## src/rtl/control_sequencer_if.sv

```systemverilog
// Signal bundle between the control sequencer and the datapath/memory it steers.
interface control_sequencer_if;
  logic [31:0] IR_Data;
  logic        mem_ready;
  logic        Gra, Grb, Grc, Rin, Rout, BAout;
  logic        PCout, PCin, IncPC, MARin, MDRin, MDRout, IRin, Yin, Zin, Zlowout, Cout;
  logic        Read, Write;
  logic [4:0]  alu_op;
  logic        run, fault;

  modport master (
    input  IR_Data, mem_ready,
    output Gra, Grb, Grc, Rin, Rout, BAout,
    output PCout, PCin, IncPC, MARin, MDRin, MDRout, IRin, Yin, Zin, Zlowout, Cout,
    output Read, Write, alu_op, run, fault
  );

  modport slave (
    output IR_Data, mem_ready,
    input  Gra, Grb, Grc, Rin, Rout, BAout,
    input  PCout, PCin, IncPC, MARin, MDRin, MDRout, IRin, Yin, Zin, Zlowout, Cout,
    input  Read, Write, alu_op, run, fault
  );
endinterface

```

## src/rtl/control_sequencer.sv

```systemverilog
// Moore control sequencer: fetch/decode/execute strobes with memory-wait timeout.
module control_sequencer #(
  parameter int unsigned WAIT_MAX = 15
) (
  input  logic                clock,
  input  logic                reset_n,
  control_sequencer_if.master bus
);

  typedef enum logic [3:0] {
    S_T0, S_T1, S_T2, S_T3, S_T4, S_T5, S_T6, S_T7, S_HALT, S_FAULT
  } state_t;

  typedef enum logic [2:0] {
    C_NOP, C_RTYPE, C_ITYPE, C_LD, C_ST, C_HALT
  } cls_t;

  typedef struct packed {
    logic       gra, grb, grc, rin, rout, baout;
    logic       pcout, pcin, incpc, marin, mdrin, mdrout, irin, yin, zin, zlowout, cout;
    logic       read, write;
    logic [4:0] alu_op;
    logic       run, fault;
  } out_t;

  localparam logic [3:0] WAIT_LIM = 4'(WAIT_MAX);

  localparam logic [4:0] OP_LD   = 5'b00000;
  localparam logic [4:0] OP_ST   = 5'b00010;
  localparam logic [4:0] OP_ADD  = 5'b00011;
  localparam logic [4:0] OP_SUB  = 5'b00100;
  localparam logic [4:0] OP_AND  = 5'b00101;
  localparam logic [4:0] OP_OR   = 5'b00110;
  localparam logic [4:0] OP_ADDI = 5'b01100;
  localparam logic [4:0] OP_ANDI = 5'b01101;
  localparam logic [4:0] OP_ORI  = 5'b01110;
  localparam logic [4:0] OP_HALT = 5'b11011;

  state_t     r_state;
  cls_t       r_cls;
  logic [4:0] r_op;
  logic [3:0] r_cnt;
  logic       r_hold;
  out_t       r_out;

  state_t     w_nxt_state;
  cls_t       w_nxt_cls;
  logic [4:0] w_nxt_op;
  logic [3:0] w_nxt_cnt;
  logic       w_waiting;
  out_t       w_reset_out;
  logic       w_unused_ir;

  assign w_unused_ir = ^bus.IR_Data[26:0];

  function automatic cls_t classify(input logic [4:0] op);
    case (op)
      OP_ADD, OP_SUB, OP_AND, OP_OR: return C_RTYPE;
      OP_ADDI, OP_ANDI, OP_ORI:      return C_ITYPE;
      OP_LD:                         return C_LD;
      OP_ST:                         return C_ST;
      OP_HALT:                       return C_HALT;
      default:                       return C_NOP;
    endcase
  endfunction

  function automatic logic [4:0] imm_alu(input logic [4:0] op);
    case (op)
      OP_ANDI: return OP_AND;
      OP_ORI:  return OP_OR;
      default: return OP_ADD;
    endcase
  endfunction

  function automatic out_t state_outputs(input state_t s, input cls_t c, input logic [4:0] op);
    out_t o;
    o     = '0;
    o.run = 1'b1;
    case (s)
      S_T0: begin o.pcout = 1'b1; o.marin = 1'b1; o.incpc = 1'b1; end
      S_T1: begin o.read = 1'b1; o.mdrin = 1'b1; end
      S_T2: begin o.mdrout = 1'b1; o.irin = 1'b1; end
      S_T3: begin
        if (c == C_RTYPE || c == C_ITYPE) begin
          o.grb = 1'b1; o.rout = 1'b1; o.yin = 1'b1;
        end else if (c == C_LD || c == C_ST) begin
          o.grb = 1'b1; o.baout = 1'b1; o.yin = 1'b1;
        end
      end
      S_T4: begin
        case (c)
          C_RTYPE:    begin o.grc = 1'b1; o.rout = 1'b1; o.zin = 1'b1; o.alu_op = op; end
          C_ITYPE:    begin o.cout = 1'b1; o.zin = 1'b1; o.alu_op = imm_alu(op); end
          C_LD, C_ST: begin o.cout = 1'b1; o.zin = 1'b1; o.alu_op = OP_ADD; end
          default: ;
        endcase
      end
      S_T5: begin
        o.zlowout = 1'b1;
        if (c == C_LD || c == C_ST) o.marin = 1'b1;
        else begin o.gra = 1'b1; o.rin = 1'b1; end
      end
      S_T6: begin
        if (c == C_LD) begin o.read = 1'b1; o.mdrin = 1'b1; end
        else begin o.gra = 1'b1; o.rout = 1'b1; o.mdrin = 1'b1; end
      end
      S_T7: begin
        if (c == C_LD) begin o.mdrout = 1'b1; o.gra = 1'b1; o.rin = 1'b1; end
        else o.write = 1'b1;
      end
      S_HALT:  o.run = 1'b0;
      S_FAULT: begin o.run = 1'b0; o.fault = 1'b1; end
      default: ;
    endcase
    return o;
  endfunction

  always_comb begin
    w_reset_out     = '0;
    w_reset_out.run = 1'b1;
  end

  assign w_waiting = (r_state == S_T1) ||
                     (r_state == S_T6 && r_cls == C_LD) ||
                     (r_state == S_T7 && r_cls == C_ST);

  // The counter defaults to zero, so it is already clear on entry to any wait state.
  always_comb begin
    w_nxt_state = r_state;
    w_nxt_cls   = r_cls;
    w_nxt_op    = r_op;
    w_nxt_cnt   = '0;
    if (w_waiting && !bus.mem_ready) begin
      if (r_cnt == WAIT_LIM) w_nxt_state = S_FAULT;
      else                   w_nxt_cnt   = r_cnt + 4'd1;
    end else begin
      case (r_state)
        S_T0: w_nxt_state = S_T1;
        S_T1: w_nxt_state = S_T2;
        S_T2: begin
          w_nxt_state = S_T3;
          w_nxt_cls   = classify(bus.IR_Data[31:27]);
          w_nxt_op    = bus.IR_Data[31:27];
        end
        S_T3: begin
          case (r_cls)
            C_NOP:   w_nxt_state = S_T0;
            C_HALT:  w_nxt_state = S_HALT;
            default: w_nxt_state = S_T4;
          endcase
        end
        S_T4: w_nxt_state = S_T5;
        S_T5: w_nxt_state = (r_cls == C_LD || r_cls == C_ST) ? S_T6 : S_T0;
        S_T6: w_nxt_state = S_T7;
        S_T7: w_nxt_state = S_T0;
        S_HALT, S_FAULT: w_nxt_state = r_state;
        default: w_nxt_state = S_T0;
      endcase
    end
  end

  // r_hold keeps T0 for one cycle after release so the first fetch strobes are visible.
  always_ff @(posedge clock) begin
    if (!reset_n) begin
      r_state <= S_T0;
      r_cls   <= C_NOP;
      r_cnt   <= '0;
      r_hold  <= 1'b1;
      r_out   <= w_reset_out;
    end else if (r_hold) begin
      r_hold  <= 1'b0;
      r_out   <= state_outputs(S_T0, r_cls, r_op);
    end else begin
      r_state <= w_nxt_state;
      r_cls   <= w_nxt_cls;
      r_op    <= w_nxt_op;
      r_cnt   <= w_nxt_cnt;
      r_out   <= state_outputs(w_nxt_state, w_nxt_cls, w_nxt_op);
    end
  end

  assign bus.Gra     = r_out.gra;
  assign bus.Grb     = r_out.grb;
  assign bus.Grc     = r_out.grc;
  assign bus.Rin     = r_out.rin;
  assign bus.Rout    = r_out.rout;
  assign bus.BAout   = r_out.baout;
  assign bus.PCout   = r_out.pcout;
  assign bus.PCin    = r_out.pcin;
  assign bus.IncPC   = r_out.incpc;
  assign bus.MARin   = r_out.marin;
  assign bus.MDRin   = r_out.mdrin;
  assign bus.MDRout  = r_out.mdrout;
  assign bus.IRin    = r_out.irin;
  assign bus.Yin     = r_out.yin;
  assign bus.Zin     = r_out.zin;
  assign bus.Zlowout = r_out.zlowout;
  assign bus.Cout    = r_out.cout;
  assign bus.Read    = r_out.read;
  assign bus.Write   = r_out.write;
  assign bus.alu_op  = r_out.alu_op;
  assign bus.run     = r_out.run;
  assign bus.fault   = r_out.fault;

endmodule

```

## src/flat_wrapper.sv

```systemverilog
// flat-port wrapper written by rule: the top's interface ports become plain ports
module control_sequencer_flat 
#(
  parameter int unsigned WAIT_MAX = 15
)
  (clock, reset_n, bus_IR_Data, bus_mem_ready, bus_Gra, bus_Grb, bus_Grc, bus_Rin, bus_Rout, bus_BAout, bus_PCout, bus_PCin, bus_IncPC, bus_MARin, bus_MDRin, bus_MDRout, bus_IRin, bus_Yin, bus_Zin, bus_Zlowout, bus_Cout, bus_Read, bus_Write, bus_alu_op, bus_run, bus_fault);
  control_sequencer_if bus_i ();
  input  logic clock;
  input  logic reset_n;
  input wire logic [$bits(bus_i.IR_Data)-1:0] bus_IR_Data;
  input wire logic [$bits(bus_i.mem_ready)-1:0] bus_mem_ready;
  output wire logic [$bits(bus_i.Gra)-1:0] bus_Gra;
  output wire logic [$bits(bus_i.Grb)-1:0] bus_Grb;
  output wire logic [$bits(bus_i.Grc)-1:0] bus_Grc;
  output wire logic [$bits(bus_i.Rin)-1:0] bus_Rin;
  output wire logic [$bits(bus_i.Rout)-1:0] bus_Rout;
  output wire logic [$bits(bus_i.BAout)-1:0] bus_BAout;
  output wire logic [$bits(bus_i.PCout)-1:0] bus_PCout;
  output wire logic [$bits(bus_i.PCin)-1:0] bus_PCin;
  output wire logic [$bits(bus_i.IncPC)-1:0] bus_IncPC;
  output wire logic [$bits(bus_i.MARin)-1:0] bus_MARin;
  output wire logic [$bits(bus_i.MDRin)-1:0] bus_MDRin;
  output wire logic [$bits(bus_i.MDRout)-1:0] bus_MDRout;
  output wire logic [$bits(bus_i.IRin)-1:0] bus_IRin;
  output wire logic [$bits(bus_i.Yin)-1:0] bus_Yin;
  output wire logic [$bits(bus_i.Zin)-1:0] bus_Zin;
  output wire logic [$bits(bus_i.Zlowout)-1:0] bus_Zlowout;
  output wire logic [$bits(bus_i.Cout)-1:0] bus_Cout;
  output wire logic [$bits(bus_i.Read)-1:0] bus_Read;
  output wire logic [$bits(bus_i.Write)-1:0] bus_Write;
  output wire logic [$bits(bus_i.alu_op)-1:0] bus_alu_op;
  output wire logic [$bits(bus_i.run)-1:0] bus_run;
  output wire logic [$bits(bus_i.fault)-1:0] bus_fault;
  assign bus_i.IR_Data = bus_IR_Data;
  assign bus_i.mem_ready = bus_mem_ready;
  assign bus_Gra = bus_i.Gra;
  assign bus_Grb = bus_i.Grb;
  assign bus_Grc = bus_i.Grc;
  assign bus_Rin = bus_i.Rin;
  assign bus_Rout = bus_i.Rout;
  assign bus_BAout = bus_i.BAout;
  assign bus_PCout = bus_i.PCout;
  assign bus_PCin = bus_i.PCin;
  assign bus_IncPC = bus_i.IncPC;
  assign bus_MARin = bus_i.MARin;
  assign bus_MDRin = bus_i.MDRin;
  assign bus_MDRout = bus_i.MDRout;
  assign bus_IRin = bus_i.IRin;
  assign bus_Yin = bus_i.Yin;
  assign bus_Zin = bus_i.Zin;
  assign bus_Zlowout = bus_i.Zlowout;
  assign bus_Cout = bus_i.Cout;
  assign bus_Read = bus_i.Read;
  assign bus_Write = bus_i.Write;
  assign bus_alu_op = bus_i.alu_op;
  assign bus_run = bus_i.run;
  assign bus_fault = bus_i.fault;
  control_sequencer #(.WAIT_MAX(WAIT_MAX)) u_core (.clock(clock), .reset_n(reset_n), .bus(bus_i));
endmodule
```

## config.mk

```make
export PLATFORM = sky130hd
export DESIGN_NAME = control_sequencer_flat
export DESIGN_NICKNAME = d
export VERILOG_FILES = /design/src/rtl/control_sequencer_if.sv /design/src/rtl/control_sequencer.sv /design/src/flat_wrapper.sv
export SDC_FILE = /design/constraint.sdc
export NUM_CORES = 1
export LEC_CHECK = 0
export BUFFER_PORTS_ARGS = -buffer_cell sky130_fd_sc_hd__buf_2
export CORE_AREA = 2 2 87 64
export DETAILED_ROUTE_END_ITERATION = 8
export DIE_AREA = 0 0 89 66
export HOLD_SLACK_MARGIN = 0.02
export PLACE_DENSITY = 0.66
export SLEW_MARGIN = 10
export SYNTH_ARGS = -nofsm -noshare
export SYNTH_HDL_FRONTEND = slang
export SYNTH_SLANG_ARGS = --single-unit
```

## constraint.sdc

```tcl
create_clock -name clock -period 2.06 [get_ports clock]
set_input_delay 0.103 -clock clock [delete_from_list [all_inputs] [get_ports clock]]
set_output_delay 0.103 -clock clock [all_outputs]
set_load 0.005 [all_outputs]
```

==> flow_metrics.env <==
export IMPL_holdWs_ns=0.0708
export IMPL_cap_violations=0
export IMPL_clock_path_buffers=2
export IMPL_power_w=0.00187
export IMPL_powerDensity_nw_per_um2=618
export IMPL_drtIter0Drc=168
export IMPL_drt_first_pass_iters=4
export IMPL_synth_top_area_share_pct=33.3
export IMPL_n_fill_cell=454
export IMPL_syn_inst=234
export IMPL_worst_slack_ns=-0.0244
export IMPL_arrival_ns=2.28
export IMPL_syn_area_um2=2100
export IMPL_num_antenna_cells=0
export IMPL_track_usage_pct=19.4
export IMPL_p_leak_nw=1.29
export IMPL_gp_congestion=0.872
export IMPL_synthArstFlopShare_pct=0
export IMPL_synth_warnings=0
export IMPL_num_rows=22
export IMPL_place_hpwl_mm=3.91
export IMPL_synth_edf_count=5
export IMPL_rsz0062_at_grt="true"
export IMPL_place_ws_ns=-0.133
export IMPL_place_area_um2=2670
export IMPL_place_inst=376
export IMPL_ff_latch_area_um2=870
export IMPL_fin_worst_skew_ns=0.0118
export IMPL_worstSetupPathType="flip-flop to flip-flop"
export IMPL_hold_viol_final=0
export IMPL_post_route_period_util_pct=101
export IMPL_areaGrowthSynthToFinish_pct=43.6
export IMPL_grt_max_degree=14
export IMPL_synth_top_cell_by_area="dfxtp_1"
export IMPL_layout_nets=356
export IMPL_timing_fmax_mhz=480
export IMPL_multi_input_area_um2=1300
export IMPL_synthTopCellsByArea="dfxtp_1, edfxtp_1, nor2_1"
export IMPL_die_area_um2=5870
export IMPL_cp_max_fo=5
export IMPL_cts_root_buf="clkbuf_8"
export IMPL_end_kind="flip-flop"
export IMPL_drive_above_1_share_pct=47.3
export IMPL_violations="setup timing"
export IMPL_antenna_found_initial=0
export IMPL_start_util_pct=41.6
export IMPL_drc=0
export IMPL_overflow=0
export IMPL_ys_seq_area_share_pct=40.4
export IMPL_required_ns=2.25
export IMPL_cts_sinks=40
export IMPL_finalCriticalPeriod_ns=2.08
export IMPL_antenna_left=0
export IMPL_outcome="finished, violations left"
export IMPL_hold_class="input pin to flip-flop"
export IMPL_synth_net_count=274
export IMPL_clk_latency_ns=0.30
export IMPL_start_kind="flip-flop"
export IMPL_num_vias=2074
export IMPL_ys_flop_type="dfxtp_1"
export IMPL_wl_per_cell_um=14.5
export IMPL_cts_htree_levels=2
export IMPL_fin_area_um2=3020
export IMPL_wl_mm=5.63
export IMPL_fp_dieW_um=89
export IMPL_grt_pass1_vias=1922
export IMPL_drv_slew=0
export IMPL_core_area_um2=5060
export IMPL_fin_cells=389
export IMPL_port_buffers=32
export IMPL_numCtsBuffers=5
export IMPL_die_y_um=66
export IMPL_clk_pin_slew_ns=0.08
export IMPL_grt_first_pass_wirelength_mm=8.89
export IMPL_routed_via_density=5.33
export IMPL_ys_ff_latch=40
export IMPL_ir_worst_vdd_mv=0.268
export IMPL_cts_tree="done"
export IMPL_avgSynthCellArea_um2=8.99
export IMPL_setup_violations=3
export IMPL_io_pins=61
export IMPL_yosysUniqueCellTypes=63
## cells in the final DEF (no fill, tap or decap), types with 6 or more instances in the layout
cell type / count
buf_4: 47
nor2_1: 26
buf_6: 6
clkbuf_8: 6
a21oi_1: 16
nand4_1: 7
buf_2: 32
inv_1: 10
dfxtp_1: 28
nand2_1: 10
nand3_1: 7
## area by class of cell
| type | count | share of cell area, % |
|---|---|---|
| well taps | 72 | 2.98 |
| clock inverters | 2 | 1.28 |
| multi-input cells | 173 | 43.1 |
| inverters | 10 | 1.24 |
| flip-flops and latches | 40 | 28.8 |
| clock buffers | 6 | 2.73 |
| repair buffers | 86 | 19.9 |
## kinds of logic after synthesis
logic type / Yosys count / synth area share (%)
xor gates and xnor gates: 3 / 1.25
adders and majority gates: 5 / 2.97
AOI/OAI and AO/OA: 51 / 16.3
and+or+nand+nor: 106 / 29.9
muxes: 6 / 3.09
DFF: 40 / 40.4
other: 1 / 0.178
buffers and inverters: 22 / 5.89
## repair_timing
| action | in CTS | in global routing |
|---|---|---|
| hold buffers | 0 | 0 |
| gates resized for setup | 16 | 37 |
| pin swaps | 3 | 11 |
| endpoints found under the hold margin | 0 | 0 |
| setup endpoints to repair | 20 | 25 |
| setup buffers | 1 | 3 |
| cloned | 0 | 1 |
## sequential cells by signal (all words and copies together) (netlist names), 3 cells and up
name,flops
u_core.bus.alu_op,5
u_core.r_cls,3
u_core.r_cnt,4
u_core.r_op,5
u_core.r_state,4
## cell usage after synthesis, types with 2 or more instances
cell,instances
nand3b_1,5
mux2i_1,2
buf_2,3
a32oi_1,2
mux2_2,4
o21ai_0,6
and3b_1,2
buf_4,3
clkbuf_1,2
a211oi_1,6
ha_1,5
and2_1,3
nand4_1,7
nand2b_1,5
o211a_1,2
o21a_1,3
or2_2,2
xor2_1,2
nand2_1,12
edfxtp_1,5
and4_2,2
inv_1,10
nor4_1,4
or3b_2,5
nor3_1,3
dfxtp_1,35
and3_2,2
nor2_1,29
and3_1,2
nand3_1,8
o211ai_1,2
a21oi_1,18
buf_6,3
## critical path, cell delays in order, from the launching register on
cell,delay (ns)
dfxtp_2,0.34
or4b_4,0.57
buf_6,0.15
mux2_2,0.27
nand3b_1,0.19
nor4_1,0.20
o21ai_1,0.10
and3b_1,0.16
## per-layer routing
metal / share of wire (%) / GRT usage (%)
met5: 0 / 0
met4: 1.7 / 5.41
met3: 4.7 / 5.24
met2: 45 / 28.8
met1: 49 / 27.6
## path summary, 6_finish.rpt
check                         start                   end  slack [ns]  cells past startpoint
setup / recovery  u_core.r_state[0]  u_core.bus.alu_op[0]       -0.02                      7
setup reg to reg  u_core.r_state[0]  u_core.bus.alu_op[0]       -0.02                      7
hold reg to reg     u_core.r_cnt[1]       u_core.r_cnt[1]        0.49                      2
hold / removal              reset_n      u_core.bus.IncPC        0.07                      2
## report_power, final
part | internal [W] | switching (W) | total (W) | leakage, nW
Clock | 0.000396 | 0.000281 | 0.000677 | 0.0614
Sequential | 0.000809 | 0.0000167 | 0.000826 | 0.335
Combinational | 0.000177 | 0.000189 | 0.000366 | 0.895
Total | 0.00138 | 0.000487 | 0.00187 | 1.29
## metrics by stage
step	utilization, %	TNS, ns
after detailed placement	52.8	-1.20
final	59.7	-0.0420
after floorplan	-	-0.854
after CTS	56.4	-0.0820
after global placement	52.8	-0.609
after global routing	59.7	-1.05
Power figures use the tool's default switching activity.
